## config.mk

```make
export PLATFORM = sky130hd
export DESIGN_NAME = mxint8_block_loader
export DESIGN_NICKNAME = d
export VERILOG_FILES = /design/src/rtl/mxint8_block_loader_pkg.sv /design/src/rtl/mxint8_block_loader_bank.sv /design/src/rtl/mxint8_block_loader.sv
export SDC_FILE = /design/constraint.sdc
export NUM_CORES = 1
export LEC_CHECK = 0
export CAP_MARGIN = 20
export CORE_ASPECT_RATIO = 1.1
export CORE_MARGIN = 5
export CORE_UTILIZATION = 60
export CTS_BUF_LIST = sky130_fd_sc_hd__clkbuf_8
export DETAILED_ROUTE_END_ITERATION = 10
export HOLD_SLACK_MARGIN = 0.1
export PLACE_DENSITY = 0.85
export SLEW_MARGIN = 25
export SYNTH_ARGS = -nofsm -noshare
export SYNTH_HDL_FRONTEND = slang
export SYNTH_SLANG_ARGS = --single-unit
```

## constraint.sdc

```tcl
create_clock -name i_clk -period 4.6 [get_ports i_clk]
set_input_delay 0.69 -clock i_clk [delete_from_list [all_inputs] [get_ports i_clk]]
set_output_delay 0.69 -clock i_clk [all_outputs]
set_load 0.01 [all_outputs]
```

## src/rtl/mxint8_block_loader_pkg.sv

```systemverilog
// Shared definitions for the MXINT8 block loader: default data widths and
// block size, plus the per-bank state encoding.
package mxint8_block_loader_pkg;

    localparam int DEF_SCALE_WIDTH   = 8;   // E8M0 shared exponent
    localparam int DEF_ELEMENT_WIDTH = 8;   // two's-complement MXINT8 element
    localparam int DEF_BLOCK_SIZE    = 32;  // elements per MX block

    // Lifecycle of one buffer bank.
    typedef enum logic [1:0] {
        BANK_EMPTY   = 2'd0,
        BANK_FILLING = 2'd1,
        BANK_FULL    = 2'd2
    } bank_state_e;

    // Width of a fill index covering 0..bs-1; never narrower than one bit.
    function automatic int idx_width(input int bs);
        return (bs > 1) ? $clog2(bs) : 1;
    endfunction

endpackage

```

## src/rtl/mxint8_block_loader_bank.sv

```systemverilog
// One buffer bank: shared scale register, BLOCK_SIZE element registers and
// the EMPTY/FILLING/FULL state. Elements live in flops because the whole
// block is presented in parallel to the summer.
module mxint8_block_loader_bank
    import mxint8_block_loader_pkg::*;
#(
    parameter int SCALE_WIDTH          = DEF_SCALE_WIDTH,
    parameter int MXINT8_ELEMENT_WIDTH = DEF_ELEMENT_WIDTH,
    parameter int BLOCK_SIZE           = DEF_BLOCK_SIZE,
    localparam int IDX_W               = idx_width(BLOCK_SIZE)
) (
    input  logic                                             i_clk,
    input  logic                                             i_rst,
    input  logic                                             i_wr_en,
    input  logic [IDX_W-1:0]                                 i_wr_idx,
    input  logic [SCALE_WIDTH-1:0]                           i_wr_scale,
    input  logic [MXINT8_ELEMENT_WIDTH-1:0]                  i_wr_elem,
    input  logic                                             i_drain,
    input  logic                                             i_abort,
    output bank_state_e                                      o_state,
    output logic [SCALE_WIDTH-1:0]                           o_scale,
    output logic [BLOCK_SIZE-1:0][MXINT8_ELEMENT_WIDTH-1:0]  o_elements
);

    bank_state_e                state_q, state_d;
    logic [SCALE_WIDTH-1:0]     scale_q;
    logic                       wr_last;

    assign wr_last = (i_wr_idx == IDX_W'(BLOCK_SIZE - 1));

    // Bank state register.
    always_ff @(posedge i_clk) begin
        if (i_rst) begin
            state_q <= BANK_EMPTY;
        end else begin
            state_q <= state_d;
        end
    end

    // Next state: drain frees a full bank, abort discards a partial one,
    // a write starts or completes the fill.
    always_comb begin
        state_d = state_q;
        if (i_drain) begin
            state_d = BANK_EMPTY;
        end else if (i_abort) begin
            if (state_q == BANK_FILLING) begin
                state_d = BANK_EMPTY;
            end
        end else if (i_wr_en) begin
            state_d = wr_last ? BANK_FULL : BANK_FILLING;
        end
    end

    // Scale is captured only on the element-0 beat.
    always_ff @(posedge i_clk) begin
        if (i_rst) begin
            scale_q <= '0;
        end else if (i_wr_en && (i_wr_idx == '0)) begin
            scale_q <= i_wr_scale;
        end
    end

    genvar gi;
    generate
        for (gi = 0; gi < BLOCK_SIZE; gi++) begin : g_elem
            logic [MXINT8_ELEMENT_WIDTH-1:0] elem_q;

            // Element gi is written by the beat carrying index gi, bit-exact.
            always_ff @(posedge i_clk) begin
                if (i_rst) begin
                    elem_q <= '0;
                end else if (i_wr_en && (i_wr_idx == IDX_W'(gi))) begin
                    elem_q <= i_wr_elem;
                end
            end

            assign o_elements[gi] = elem_q;
        end
    endgenerate

    assign o_state = state_q;
    assign o_scale = scale_q;

endmodule

```

## src/rtl/mxint8_block_loader.sv

```systemverilog
// MXINT8 block loader: collects a shared scale plus BLOCK_SIZE elements from
// a valid/ready stream into one of two ping-pong banks and presents each
// completed block in parallel. One bank fills while the other is held.
module mxint8_block_loader
    import mxint8_block_loader_pkg::*;
#(
    parameter int SCALE_WIDTH          = DEF_SCALE_WIDTH,
    parameter int MXINT8_ELEMENT_WIDTH = DEF_ELEMENT_WIDTH,
    parameter int BLOCK_SIZE           = DEF_BLOCK_SIZE,
    localparam int IDX_W               = idx_width(BLOCK_SIZE),
    localparam int FILL_W              = $clog2(BLOCK_SIZE + 1)
) (
    input  logic                                             i_clk,
    input  logic                                             i_rst,
    input  logic                                             i_in_valid,
    output logic                                             o_in_ready,
    input  logic [SCALE_WIDTH-1:0]                           i_in_scale,
    input  logic [MXINT8_ELEMENT_WIDTH-1:0]                  i_in_element,
    input  logic                                             i_abort,
    output logic                                             o_out_valid,
    input  logic                                             i_out_ready,
    output logic [SCALE_WIDTH-1:0]                           o_scale,
    output logic [BLOCK_SIZE-1:0][MXINT8_ELEMENT_WIDTH-1:0]  o_mxint8_elements,
    output logic [FILL_W-1:0]                                o_fill_count
);

    logic                wr_bank_q, wr_bank_d;
    logic                rd_bank_q, rd_bank_d;
    logic [IDX_W-1:0]    index_q, index_d;

    bank_state_e                                      bank_state [2];
    logic [SCALE_WIDTH-1:0]                           bank_scale [2];
    logic [BLOCK_SIZE-1:0][MXINT8_ELEMENT_WIDTH-1:0]  bank_elems [2];

    logic in_accept, wr_en, out_accept, last_beat;

    // Both handshake flags come from registered bank state only.
    assign o_in_ready  = (bank_state[wr_bank_q] != BANK_FULL);
    assign o_out_valid = (bank_state[rd_bank_q] == BANK_FULL);

    assign in_accept  = i_in_valid & o_in_ready;
    assign wr_en      = in_accept & ~i_abort;      // abort drops a same-cycle beat
    assign out_accept = o_out_valid & i_out_ready;
    assign last_beat  = (index_q == IDX_W'(BLOCK_SIZE - 1));

    // Fill index and bank pointers.
    always_ff @(posedge i_clk) begin
        if (i_rst) begin
            wr_bank_q <= 1'b0;
            rd_bank_q <= 1'b0;
            index_q   <= '0;
        end else begin
            wr_bank_q <= wr_bank_d;
            rd_bank_q <= rd_bank_d;
            index_q   <= index_d;
        end
    end

    // Advance the fill index per beat, swap banks on completion and drain.
    always_comb begin
        wr_bank_d = wr_bank_q;
        rd_bank_d = rd_bank_q;
        index_d   = index_q;
        if (i_abort) begin
            index_d = '0;
        end else if (wr_en) begin
            if (last_beat) begin
                index_d   = '0;
                wr_bank_d = ~wr_bank_q;
            end else begin
                index_d = index_q + 1'b1;
            end
        end
        if (out_accept) begin
            rd_bank_d = ~rd_bank_q;
        end
    end

    genvar gi;
    generate
        for (gi = 0; gi < 2; gi++) begin : g_bank
            mxint8_block_loader_bank #(
                .SCALE_WIDTH          (SCALE_WIDTH),
                .MXINT8_ELEMENT_WIDTH (MXINT8_ELEMENT_WIDTH),
                .BLOCK_SIZE           (BLOCK_SIZE)
            ) u_bank (
                .i_clk      (i_clk),
                .i_rst      (i_rst),
                .i_wr_en    (wr_en && (wr_bank_q == 1'(gi))),
                .i_wr_idx   (index_q),
                .i_wr_scale (i_in_scale),
                .i_wr_elem  (i_in_element),
                .i_drain    (out_accept && (rd_bank_q == 1'(gi))),
                .i_abort    (i_abort && (wr_bank_q == 1'(gi))),
                .o_state    (bank_state[gi]),
                .o_scale    (bank_scale[gi]),
                .o_elements (bank_elems[gi])
            );
        end
    endgenerate

    assign o_scale           = bank_scale[rd_bank_q];
    assign o_mxint8_elements = bank_elems[rd_bank_q];
    assign o_fill_count      = FILL_W'(index_q);

endmodule
```

==> out/metrics.yaml <==
finish.cell_count_without_fillers: 2986
insertion_delay_ns: 0.65
cts_max_path_buffers: 3
syn_avg_cell_area_sq_um: 10.6
fp.dieArea_sq_um: 42800
cts_setup_buffers: 0
placementRows: 75
setup_viol: 0
stdcell_area_sq_um: 28000
antenna_found_initial: 0
status: "complete, no violations"
path_clk_slew_ns: 0.06
netlist_top_cells_count: "dfxtp_1 (539), nor2_1 (530), mux2i_1 (522)"
drv_slew: 0
regArea_sq_um: 10800
end_kind: "primary output"
synth-async-reset-ratio: 0
drive_above_1_share: 0.186
root_buffer: "clkbuf_8"
vias: 17000
critPathKind: "flop to primary output"
hold_path_class: "flop to flop"
power.leakage_nw: 12.0
synth_top_area_cell: "dfxtp_1"
wl_per_cell_microns: 20.6
synth_most_common_cell: "dfxtp_1"
power-per-cell-area_nw_per_um2: 321
critical_path_required_ns: 3.91
grt_pass1_wl_microns: 95800
post-place-ws_ns: 0.997
nets: 2451
port-buffer-count: 291
synth.top_cell.area_share: 0.464
vdd_ir_drop_max_mv: 0.247
gp_congestion: 0.798
cts-buffers-inserted: 84
syn2layout_area_growth_pct: 20.2
die_w_microns: 198
fin_ws_ns: 1.01
core_area_sq_um: 38300
tns_ns: 0
ys.flop_type: "dfxtp_1"
nFillCells: 2652
viasPerCell: 5.69
drc: 0
postPlaceCellArea_sq_um: 26300
ys_types: 40
syn_inst: 2204
cts_sinks: 539
cts_resized: 0
postRouteAntennaNets: 0
grt.total_usage: 0.275
synth_area_sq_um: 23300
synth_warnings: 0
start_util: 0.608
grt_pass1_vias: 17600
finalPower_mw: 8.98
dieHeight_microns: 217
ys_ff_latch: 539
synth_edf_count: 0
multi_input_area_sq_um: 11800
hold_viol_final: 0
tritoncts: "done"
wirelength_microns: 61400
dr.pass1.iters: 6
layout_min_cycle_time_ns: 3.59
place_inst: 2838
io_pins: 293
overflow: 0
max-slew-margin-rel: 0.293
fin_crit_sh: 0.780
synth_seq_area_share: 0.464
htreeDepth: 3
maxCapViolations: 0
start_kind: "flop"
rsz0062_at_grt: "false"
arrival_ns: 2.90
max_freq_ghz: 0.279
fin_worst_skew_ns: 0.0294
grt_max_degree: 231
synth_area_leaders: "dfxtp_1 (46%), mux2i_1 (22%), mux2_2 (13%)"
postCtsHoldBufs: 0
worst_slew_pin_slew_ns: 1.06
hpwl_microns: 39000
critPathMaxFanout: 49
drt_iter0_markers: 1039
syn_nets: 2231
## through the flow
stage | util | hold slack [ns]
6_report | 0.731 | 0.454
5_1_grt | 0.731 | 0.477
2_1_floorplan | - | 0.434
3_3_place_gp | 0.686 | 0.439
3_5_place_dp | 0.687 | 0.445
4_1_cts | 0.731 | 0.454
## cells in the final DEF, fill, tap and decap left out, types with 3 or more instances in the layout
master / n
a21oi_1: 11
and3_1: 5
and3b_1: 11
buf_12: 4
buf_2: 8
buf_4: 19
bufinv_16: 3
clkbuf_8: 102
clkdlybuf4s50_1: 282
clkinv_2: 10
clkinvlp_4: 3
dfxtp_1: 535
ha_1: 6
inv_1: 32
mux2_2: 264
mux2i_1: 522
nand2_1: 11
nand3_1: 13
nand3b_1: 8
nand4_1: 32
nor2_1: 530
nor3b_1: 7
nor4_4: 30
or3b_2: 6
xnor2_1: 3
## layer usage
layer	routed length, microns	share of wire	vias to the layer above	track usage
met3	3930	0.064	102	0.0573
li1	-	-	8015	-
met4	1820	0.030	0	0.102
met2	28900	0.47	512	0.449
met1	26800	0.44	8374	0.362
met5	0	0	-	0
## layout make-up
type                    instances  area share
inverters                       4    0.000537
clock buffers                 102      0.0502
clock inverters                45     0.00997
flip-flops and latches        539       0.386
well taps                     500      0.0224
diodes                          1   0.0000894
repair buffers                314       0.111
multi-input cells            1481       0.420
## power by group
group | internal [mW] | leakage (nW) | switching, mW | total [mW]
sequential | 4.68 | 4.34 | 0.00623 | 4.68
clock | 2.17 | 0.971 | 1.84 | 4.02
combinational | 0.0718 | 6.69 | 0.214 | 0.286
## worst paths after layout
kind | from | endpoint | slack (ns) | depth (start not counted)
max reg2reg | index_q[1] | g_bank[1].u_bank.g_elem[15].elem_q[7] | 1.82 | 6
min | g_bank[0].u_bank.g_elem[15].elem_q[4] | g_bank[0].u_bank.g_elem[15].elem_q[4] | 0.45 | 2
max | rd_bank_q | o_mxint8_elements[120] | 1.01 | 3
min reg2reg | g_bank[0].u_bank.g_elem[15].elem_q[4] | g_bank[0].u_bank.g_elem[15].elem_q[4] | 0.45 | 2
## logic make-up (layout without fill, tap and decap cells)
family / after synthesis / count (layout) / synth area share
muxes: 786 / 786 / 0.352
buffers and inverters: 184 / 465 / 0.0318
and+or+nand+nor: 668 / 668 / 0.143
other: 1 / 2 / 0.000161
DFF: 539 / 539 / 0.464
adders and majority gates: 6 / 6 / 0.00323
xor gates and xnor gates: 3 / 3 / 0.00113
AOI/OAI and AO/OA: 17 / 17 / 0.00419
## critical path: stages, from the launching register on
cell and delay (ns):
dfxtp_4 0.66, buf_4 0.67, mux2_2 0.43, clkdlybuf4s50_1 0.49
## sequential cells by signal, indices dropped and copies added (netlist names)
register	count
index_q	5
rd_bank_q	1
g_bank.u_bank.o_scale	16
g_bank.u_bank.o_state	4
wr_bank_q	1
g_bank.u_bank.g_elem.elem_q	512
Power figures use the tool's default switching activity.
